**src/rtl/glb_bus_stim_gen_pkg.sv**
```systemverilog
// Shared types, LFSR polynomial and step function for the GLB-to-PE bus stimulus generator.
// Pure definitions: no latency, no backpressure.
package glb_stim_pkg;

   typedef enum logic [1:0] {
      RAND  = 2'd0,
      INCR  = 2'd1,
      CONST = 2'd2,
      ZERO  = 2'd3
   } mode_e;

   typedef enum logic [1:0] {
      IDLE = 2'd0,
      RUN  = 2'd1,
      DONE = 2'd2
   } state_e;

   localparam logic [31:0] LFSR_POLY    = 32'h8020_0003;
   localparam logic [31:0] DEFAULT_SEED = 32'hACE1_1234;

   // Right-shifting Galois step: the bit shifted out folds the tap mask back in.
   function automatic logic [31:0] lfsr_next(input logic [31:0] s);
      return {1'b0, s[31:1]} ^ (s[0] ? LFSR_POLY : 32'd0);
   endfunction

endpackage

```
**src/rtl/glb_bus_stim_gen_if.sv**
```systemverilog
// Beat bus from the stimulus generator to the PE columns: data words plus id/tag.
// Valid/ready handshake; the master holds every field while valid && !ready.
interface glb_bus_stim_gen_if #(
   parameter int DATA_WIDTH = 16,
   parameter int NUM_COL    = 4
);
   localparam int IDW = $clog2(NUM_COL) + 1;

   logic                    valid;
   logic                    ready;
   logic [DATA_WIDTH-1:0]   ifmap_data;
   logic [DATA_WIDTH-1:0]   fltr_data;
   logic [2*DATA_WIDTH-1:0] psum_data;
   logic [IDW-1:0]          id;
   logic [IDW-1:0]          tag;

   modport master (
      output valid, ifmap_data, fltr_data, psum_data, id, tag,
      input  ready
   );

   modport slave (
      input  valid, ifmap_data, fltr_data, psum_data, id, tag,
      output ready
   );
endinterface

```
**src/rtl/glb_bus_stim_gen_lfsr32.sv**
```systemverilog
// Seedable 32-bit Galois LFSR; a zero seed is forced to 1 so the register never locks up.
// Advances one step on the clock edge where step is high; no backpressure.
module glb_lfsr32
   import glb_stim_pkg::*;
#(
   parameter logic [31:0] SEED = DEFAULT_SEED
) (
   input  logic        clk,
   input  logic        rstn,
   input  logic        step,
   output logic [31:0] state
);
   localparam logic [31:0] INIT = (SEED == 32'd0) ? 32'd1 : SEED;

   always_ff @(posedge clk or negedge rstn) begin
      if (!rstn)     state <= INIT;
      else if (step) state <= lfsr_next(state);
   end
endmodule

```
**src/rtl/glb_bus_stim_gen.sv**
```systemverilog
// Burst stimulus generator for the GLB-to-PE bus (RAND/INCR/CONST/ZERO); GLB_STIM_CHECKSUM_EN adds a checksum port.
// First beat one cycle after start, back-to-back beats after that; holds all outputs while ready is low.
module glb_bus_stim_gen
   import glb_stim_pkg::*;
#(
   parameter int          DATA_WIDTH = 16,
   parameter int          NUM_COL    = 4,
   parameter int          MAX_BURST  = 256,
   parameter logic [31:0] SEED       = DEFAULT_SEED
) (
   input  logic                         clk,
   input  logic                         rstn,
   input  logic                         start,
   input  logic [1:0]                   mode,
   input  logic [DATA_WIDTH-1:0]        const_val,
   input  logic [$clog2(MAX_BURST):0]   burst_len,
   output logic                         busy,
   output logic                         done,
   glb_bus_stim_gen_if.master           bus
`ifdef GLB_STIM_CHECKSUM_EN
  ,output logic [2*DATA_WIDTH-1:0]      checksum
`endif
);
   localparam int DW  = DATA_WIDTH;
   localparam int PW  = 2 * DATA_WIDTH;
   localparam int BLW = $clog2(MAX_BURST) + 1;
   localparam int IDW = $clog2(NUM_COL) + 1;
   localparam logic [BLW-1:0] MAX_LEN  = BLW'(MAX_BURST);
   localparam logic [IDW-1:0] LAST_COL = IDW'(NUM_COL - 1);

   state_e          state_q, state_d;
   mode_e           mode_q, mode_sel;
   logic [DW-1:0]   const_q, const_sel;
   logic [BLW-1:0]  len_q, beat_q;
   logic [DW-1:0]   ifmap_q, fltr_q, ifmap_d, fltr_d;
   logic [PW-1:0]   psum_q, psum_d;
   logic [IDW-1:0]  id_q, tag_q;
   logic [31:0]     lfsr_q, lfsr_nxt;
   logic            launch, xfer, last, lfsr_step;

   assign launch = (state_q == IDLE) && start && (burst_len != '0);
   assign xfer   = (state_q == RUN) && bus.ready;
   assign last   = xfer && (beat_q == len_q - BLW'(1));

   assign mode_sel  = launch ? mode_e'(mode) : mode_q;
   assign const_sel = launch ? const_val : const_q;

   // The LFSR only moves for RAND bursts, so other modes leave the sequence untouched.
   assign lfsr_step = (launch || xfer) && (mode_sel == RAND);
   assign lfsr_nxt  = lfsr_next(lfsr_q);

   glb_lfsr32 #(.SEED(SEED)) u_lfsr (
      .clk   (clk),
      .rstn  (rstn),
      .step  (lfsr_step),
      .state (lfsr_q)
   );

   always_ff @(posedge clk or negedge rstn) begin
      if (!rstn) state_q <= IDLE;
      else       state_q <= state_d;
   end

   always_comb begin
      state_d = state_q;
      unique case (state_q)
         IDLE:    if (launch) state_d = RUN;
         RUN:     if (last)   state_d = DONE;
         DONE:    state_d = IDLE;
         default: state_d = IDLE;
      endcase
   end

   always_comb begin
      ifmap_d = ifmap_q;
      fltr_d  = fltr_q;
      psum_d  = psum_q;
      unique case (mode_sel)
         RAND: begin
            ifmap_d = (lfsr_nxt[DW-1:0] == '0) ? DW'(1) : lfsr_nxt[DW-1:0];
            fltr_d  = (lfsr_nxt[16+DW-1:16] == '0) ? DW'(1) : lfsr_nxt[16+DW-1:16];
            psum_d  = lfsr_nxt[PW-1:0];
         end
         INCR: begin
            if (launch) begin
               ifmap_d = DW'(1);
               fltr_d  = DW'(1);
               psum_d  = PW'(1);
            end else begin
               ifmap_d = (&ifmap_q) ? DW'(1) : ifmap_q + DW'(1);
               fltr_d  = (&fltr_q)  ? DW'(1) : fltr_q + DW'(1);
               psum_d  = (&psum_q)  ? PW'(1) : psum_q + PW'(1);
            end
         end
         CONST: begin
            ifmap_d = const_sel;
            fltr_d  = const_sel;
            psum_d  = PW'(const_sel);
         end
         default: begin
            ifmap_d = '0;
            fltr_d  = '0;
            psum_d  = '0;
         end
      endcase
   end

   always_ff @(posedge clk or negedge rstn) begin
      if (!rstn) begin
         mode_q  <= RAND;
         const_q <= '0;
         len_q   <= '0;
         beat_q  <= '0;
         id_q    <= '0;
         tag_q   <= '0;
         ifmap_q <= '0;
         fltr_q  <= '0;
         psum_q  <= '0;
      end else begin
         if (launch) begin
            mode_q  <= mode_e'(mode);
            const_q <= const_val;
            len_q   <= (burst_len > MAX_LEN) ? MAX_LEN : burst_len;
            beat_q  <= '0;
            id_q    <= '0;
            tag_q   <= '0;
         end else if (xfer) begin
            beat_q <= beat_q + BLW'(1);
            if (id_q == LAST_COL) begin
               id_q  <= '0;
               tag_q <= tag_q + IDW'(1);
            end else begin
               id_q <= id_q + IDW'(1);
            end
         end
         // The final beat stays on the bus after completion; only the LFSR moves on.
         if (launch || (xfer && !last)) begin
            ifmap_q <= ifmap_d;
            fltr_q  <= fltr_d;
            psum_q  <= psum_d;
         end
      end
   end

`ifdef GLB_STIM_CHECKSUM_EN
   always_ff @(posedge clk or negedge rstn) begin
      if (!rstn)       checksum <= '0;
      else if (launch) checksum <= '0;
      else if (xfer)   checksum <= checksum ^ {fltr_q, ifmap_q};
   end
`endif

   assign bus.valid      = (state_q == RUN);
   assign bus.ifmap_data = ifmap_q;
   assign bus.fltr_data  = fltr_q;
   assign bus.psum_data  = psum_q;
   assign bus.id         = id_q;
   assign bus.tag        = tag_q;
   assign busy           = (state_q != IDLE);
   assign done           = (state_q == DONE);
endmodule
```
**src/flat_wrapper.sv**
```systemverilog
// flat-port wrapper written by rule: the top's interface ports become plain ports
module glb_bus_stim_gen_flat import glb_stim_pkg::*;
#(
   parameter int          DATA_WIDTH = 16,
   parameter int          NUM_COL    = 4,
   parameter int          MAX_BURST  = 256,
   parameter logic [31:0] SEED       = DEFAULT_SEED
)
  (clk, rstn, start, mode, const_val, burst_len, busy, done, bus_valid, bus_ifmap_data, bus_fltr_data, bus_psum_data, bus_id, bus_tag, bus_ready);
  glb_bus_stim_gen_if #(.DATA_WIDTH(DATA_WIDTH), .NUM_COL(NUM_COL)) bus_i ();
  input  logic clk;
  input  logic rstn;
  input  logic start;
  input  logic [1:0] mode;
  input  logic [DATA_WIDTH-1:0] const_val;
  input  logic [$clog2(MAX_BURST):0] burst_len;
  output logic busy;
  output logic done;
  output wire logic [$bits(bus_i.valid)-1:0] bus_valid;
  output wire logic [$bits(bus_i.ifmap_data)-1:0] bus_ifmap_data;
  output wire logic [$bits(bus_i.fltr_data)-1:0] bus_fltr_data;
  output wire logic [$bits(bus_i.psum_data)-1:0] bus_psum_data;
  output wire logic [$bits(bus_i.id)-1:0] bus_id;
  output wire logic [$bits(bus_i.tag)-1:0] bus_tag;
  input wire logic [$bits(bus_i.ready)-1:0] bus_ready;
  assign bus_valid = bus_i.valid;
  assign bus_ifmap_data = bus_i.ifmap_data;
  assign bus_fltr_data = bus_i.fltr_data;
  assign bus_psum_data = bus_i.psum_data;
  assign bus_id = bus_i.id;
  assign bus_tag = bus_i.tag;
  assign bus_i.ready = bus_ready;
  glb_bus_stim_gen #(.DATA_WIDTH(DATA_WIDTH), .NUM_COL(NUM_COL), .MAX_BURST(MAX_BURST), .SEED(SEED)) u_core (.clk(clk), .rstn(rstn), .start(start), .mode(mode), .const_val(const_val), .burst_len(burst_len), .busy(busy), .done(done), .bus(bus_i));
endmodule
```
**config.mk**
```make
export PLATFORM = sky130hd
export DESIGN_NAME = glb_bus_stim_gen_flat
export DESIGN_NICKNAME = d
export VERILOG_FILES = /design/src/rtl/glb_bus_stim_gen_pkg.sv /design/src/rtl/glb_bus_stim_gen_if.sv /design/src/rtl/glb_bus_stim_gen_lfsr32.sv /design/src/rtl/glb_bus_stim_gen.sv /design/src/flat_wrapper.sv
export SDC_FILE = /design/constraint.sdc
export NUM_CORES = 1
export LEC_CHECK = 0
export CAP_MARGIN = 25
export CORE_MARGIN = 2
export CORE_UTILIZATION = 40
export CTS_CLUSTER_SIZE = 24
export DETAILED_ROUTE_END_ITERATION = 6
export DONT_BUFFER_PORTS = 1
export HOLD_SLACK_MARGIN = 0.05
export PLACE_DENSITY_LB_ADDON = 0.1
export SLEW_MARGIN = 0
export SYNTH_ARGS = -nofsm -noshare
export SYNTH_HDL_FRONTEND = slang
export SYNTH_SLANG_ARGS = --single-unit
```
**constraint.sdc**
```tcl
create_clock -name clk -period 2.86 [get_ports clk]
set_input_delay 0.858 -clock clk [delete_from_list [all_inputs] [get_ports clk]]
set_output_delay 0.858 -clock clk [all_outputs]
set_load 0.01 [all_outputs]
```
==> reports/qor.json <==
{
  "die": {
    "dieHeight_um": 144,
    "placeableCoreArea_mm2": 0.0193,
    "design.die.area_mm2": 0.0207,
    "rows": 51,
    "initial_utilization": 0.405,
    "die_w_um": 144,
    "ioPinCount": 104
  },
  "clocking": {
    "maximum_clock_insertion_buffer_count": 2,
    "cts_buf_count": 17,
    "clock_tree_from_tritoncts": "done",
    "cts_hold_buffers_added": 0,
    "number_of_h_tree_levels": 4,
    "insertion_delay_ns": 0.43,
    "tritoncts_num_sinks": 140,
    "clk_root_buffer_cell": "clkbuf_16",
    "path_clk_slew_ns": 0.06
  },
  "placement": {
    "gp_congestion": 0.889,
    "dp_hpwl_mm": 18.5,
    "dpl.cell_count": 1204,
    "numPortBuffers": 0,
    "place_worst_setup_slack_ns": -0.0242
  },
  "synth": {
    "postSynthAreaPerCell_um2": 8.83,
    "synthesis.nets": 924,
    "synth.distinct_cells": 69,
    "yosys_most_used_dff": "dfrtp_1",
    "yosysTopAreaCellShare": 0.406,
    "synth_enable_flop_cells": 0,
    "ys_top_cells_by_count": "dfrtp_1, nand2_1, o21ai_0",
    "synthesis.yosys.warnings": 0,
    "yosysMostFrequentCell": "dfrtp_1",
    "synth_area_leader_cell": "dfrtp_1",
    "asyncSetResetFlopFracSynth": 1.00,
    "yosysSeqAreaShare": 0.450,
    "yosys-top-cells-area": "dfrtp_1, o21ai_0, nand2_1",
    "syn_area_mm2": 0.00783,
    "synth-seq-cells": 140,
    "post_synth_inst_count": 886
  },
  "hold_path": {
    "hold_path.class": "primary input to async pin"
  },
  "critical_path": {
    "max_stage_delay_ns": 0.50,
    "timing.rr.start": "u_core.len_q[3]",
    "critical_path_peak_fanout": 20,
    "critical-path-top-delay-family": "simple AND/OR/NAND/NOR gates",
    "critical_path.cell_chain": "or3_4 -> or4b_4 -> a21oi_2 -> o211ai_1 -> o31ai_4 -> buf_6 -> or2_4 -> clkbuf_16 -> o22ai_1",
    "worst_path_max_delay_cell": "or4b_4",
    "critical_path_class": "register to register",
    "worst_ep_arrival_time_ns": 3.11,
    "start_kind": "register",
    "cp-startpoint": "u_core.len_q[3]",
    "crit_required_ns": 3.16,
    "buffering_stage_count_on_the_worst_path_with_inverters_included": 2,
    "critPathCaptureType": "register"
  },
  "detailed_routing": {
    "dr_total_vias": 7342,
    "detail_route.vias_per_cell": 5.89,
    "drt_pass1_iterations": 5,
    "routed_wire_length_per_instance_um": 20.8,
    "finalWirelength_mm": 26.0,
    "number_of_nets_still_failing_antenna_checks_after_routing": 0,
    "initialDrtViolationCount": 594,
    "remaining_drc_errors": 0
  },
  "grt": {
    "grt-ovfl-total": 0,
    "grt_pass1_vias": 7004,
    "grt_max_degree": 141,
    "grt_antenna_before_repair": 0,
    "wire_length_of_the_first_global_routing_pass_mm": 39.9,
    "global_route.usage.total": 0.254
  },
  "layout": {
    "multi_input_area_mm2": 0.00405,
    "layout.core_utilization": 0.500,
    "seq_area_mm2": 0.00352,
    "fin_cells": 1247,
    "drive_above_1_share": 0.207,
    "num-fill-cells": 1830,
    "antenna_diode_count": 0,
    "area_delta_synth_final_pct": 23.6,
    "net_count_reported_at_finish": 1007
  },
  "timing": {
    "max_slew_margin": 0.608,
    "fin_crit_sh": 0.986,
    "skew_ns": 0.00785,
    "post-route-worst-setup-slack_ns": 0.0414,
    "drv_slew": 0,
    "layout_min_cycle_time_ns": 2.82,
    "max_freq_mhz": 355,
    "timing_worst_slew_pin_value_ns": 0.583,
    "finalSetupViolations": 0,
    "hold_viol": 0
  },
  "power_and_ir_drop": {
    "finalPower_mw": 11.5,
    "power.density_mw_per_mm2": 1190,
    "power.static_leakage_nw": 4.07,
    "max-vdd-ir-drop_v": 0.000483
  },
  "status": {
    "outcome": "complete, no violations"
  },
  "run": {
    "maxCapViolations": 0
  }
}
[registers in the layout, indices dropped and copies added (netlist names)]
register / flops
u_core.beat_q: 9
u_core.bus.fltr_data: 16
u_core.bus.id: 3
u_core.bus.ifmap_data: 16
u_core.bus.psum_data: 32
u_core.bus.tag: 3
u_core.const_q: 16
u_core.len_q: 9
u_core.mode_q: 2
u_core.state_q: 2
u_core.u_lfsr.state: 32
[path summary, 6_finish.rpt]
kind / to / slack [ns] / cells after the start
worst max-delay path: u_core.bus.ifmap_data[4] / 0.04 / 9
worst min-delay path: u_core.len_q[1] / 0.13 / 0
worst max register to register: u_core.bus.ifmap_data[4] / 0.04 / 9
worst min register to register: u_core.const_q[14] / 0.48 / 2
max in group asynchronous: u_core.u_lfsr.state[4] / 2.36 / 0
min in group clk: u_core.const_q[14] / 0.48 / 2
[kinds of logic after synthesis]
group	count (synthesis)	synth area share
simple gates	350	0.215
mux	33	0.0475
xor+xnor	23	0.0257
fa+ha+maj	7	0.0112
compound gates	262	0.210
flops	140	0.450
buf+inv	71	0.0413
[per-stage QoR]
stage | area (um^2) | hold WS, ns | setup TNS (ns)
floorplan | 7850 | 0.439 | 0
global placement | 8800 | 0.451 | 0
detailed placement | 8800 | 0.470 | -0.0242
CTS | 9420 | 0.111 | 0
global route | 9670 | 0.107 | -0.973
finish | 9670 | 0.129 | 0
[power breakdown]
group | total, mW | internal, mW | switching [mW]
sequential | 3.98 | 2.82 | 1.16
combinational | 5.18 | 2.42 | 2.76
clock | 2.34 | 1.48 | 0.862
total | 11.5 | 6.72 | 4.78
[worst register-to-register path, cell delays in order, from the launching register on]
cell and delay [ns]:
dfrtp_1 0.38, or3_4 0.41, or4b_4 0.50, a21oi_2 0.17, o211ai_1 0.26, o31ai_4 0.32
buf_6 0.16, or2_4 0.17, clkbuf_16 0.21, o22ai_1 0.11
[routing by layer]
metal | global-route usage | wire length [um]
met5 | 0 | 0
met3 | 0.0623 | 2000
met1 | 0.348 | 11300
met4 | 0.0686 | 490
met2 | 0.401 | 12100
[repair_timing]
item                       4_1_cts  5_1_grt
setup buffers                    0        5
setup endpoints to repair        0       61
gates resized for setup          0       27
[cell usage in the layout (no fill, tap or decap), drive strengths merged, types with 7 or more instances in the layout]
cell,n
xnor2,11
and3,19
clkbuf,26
xor2,12
dfstp,13
nand4,11
o21ai,97
nor2b,12
dfrtp,127
nor2,72
a211oi,16
nand3,39
buf,104
a22oi,9
and2,8
inv,25
mux2,30
nand2,115
nor3,29
nor4,21
ha,7
a21oi,59
o31a,16
o22ai,10
a31oi,10
[cell type report]
| type | instances | share of cell area |
|---|---|---|
| Multi-Input combinational cell | 675 | 0.419 |
| Sequential cell | 140 | 0.364 |
| Clock buffer | 21 | 0.0466 |
| Clock inverter | 11 | 0.0173 |
| Inverter | 26 | 0.0101 |
| Timing Repair Buffer | 109 | 0.109 |
| Tap cell | 265 | 0.0343 |
No activity file was read; power rests on OpenSTA's default activity.
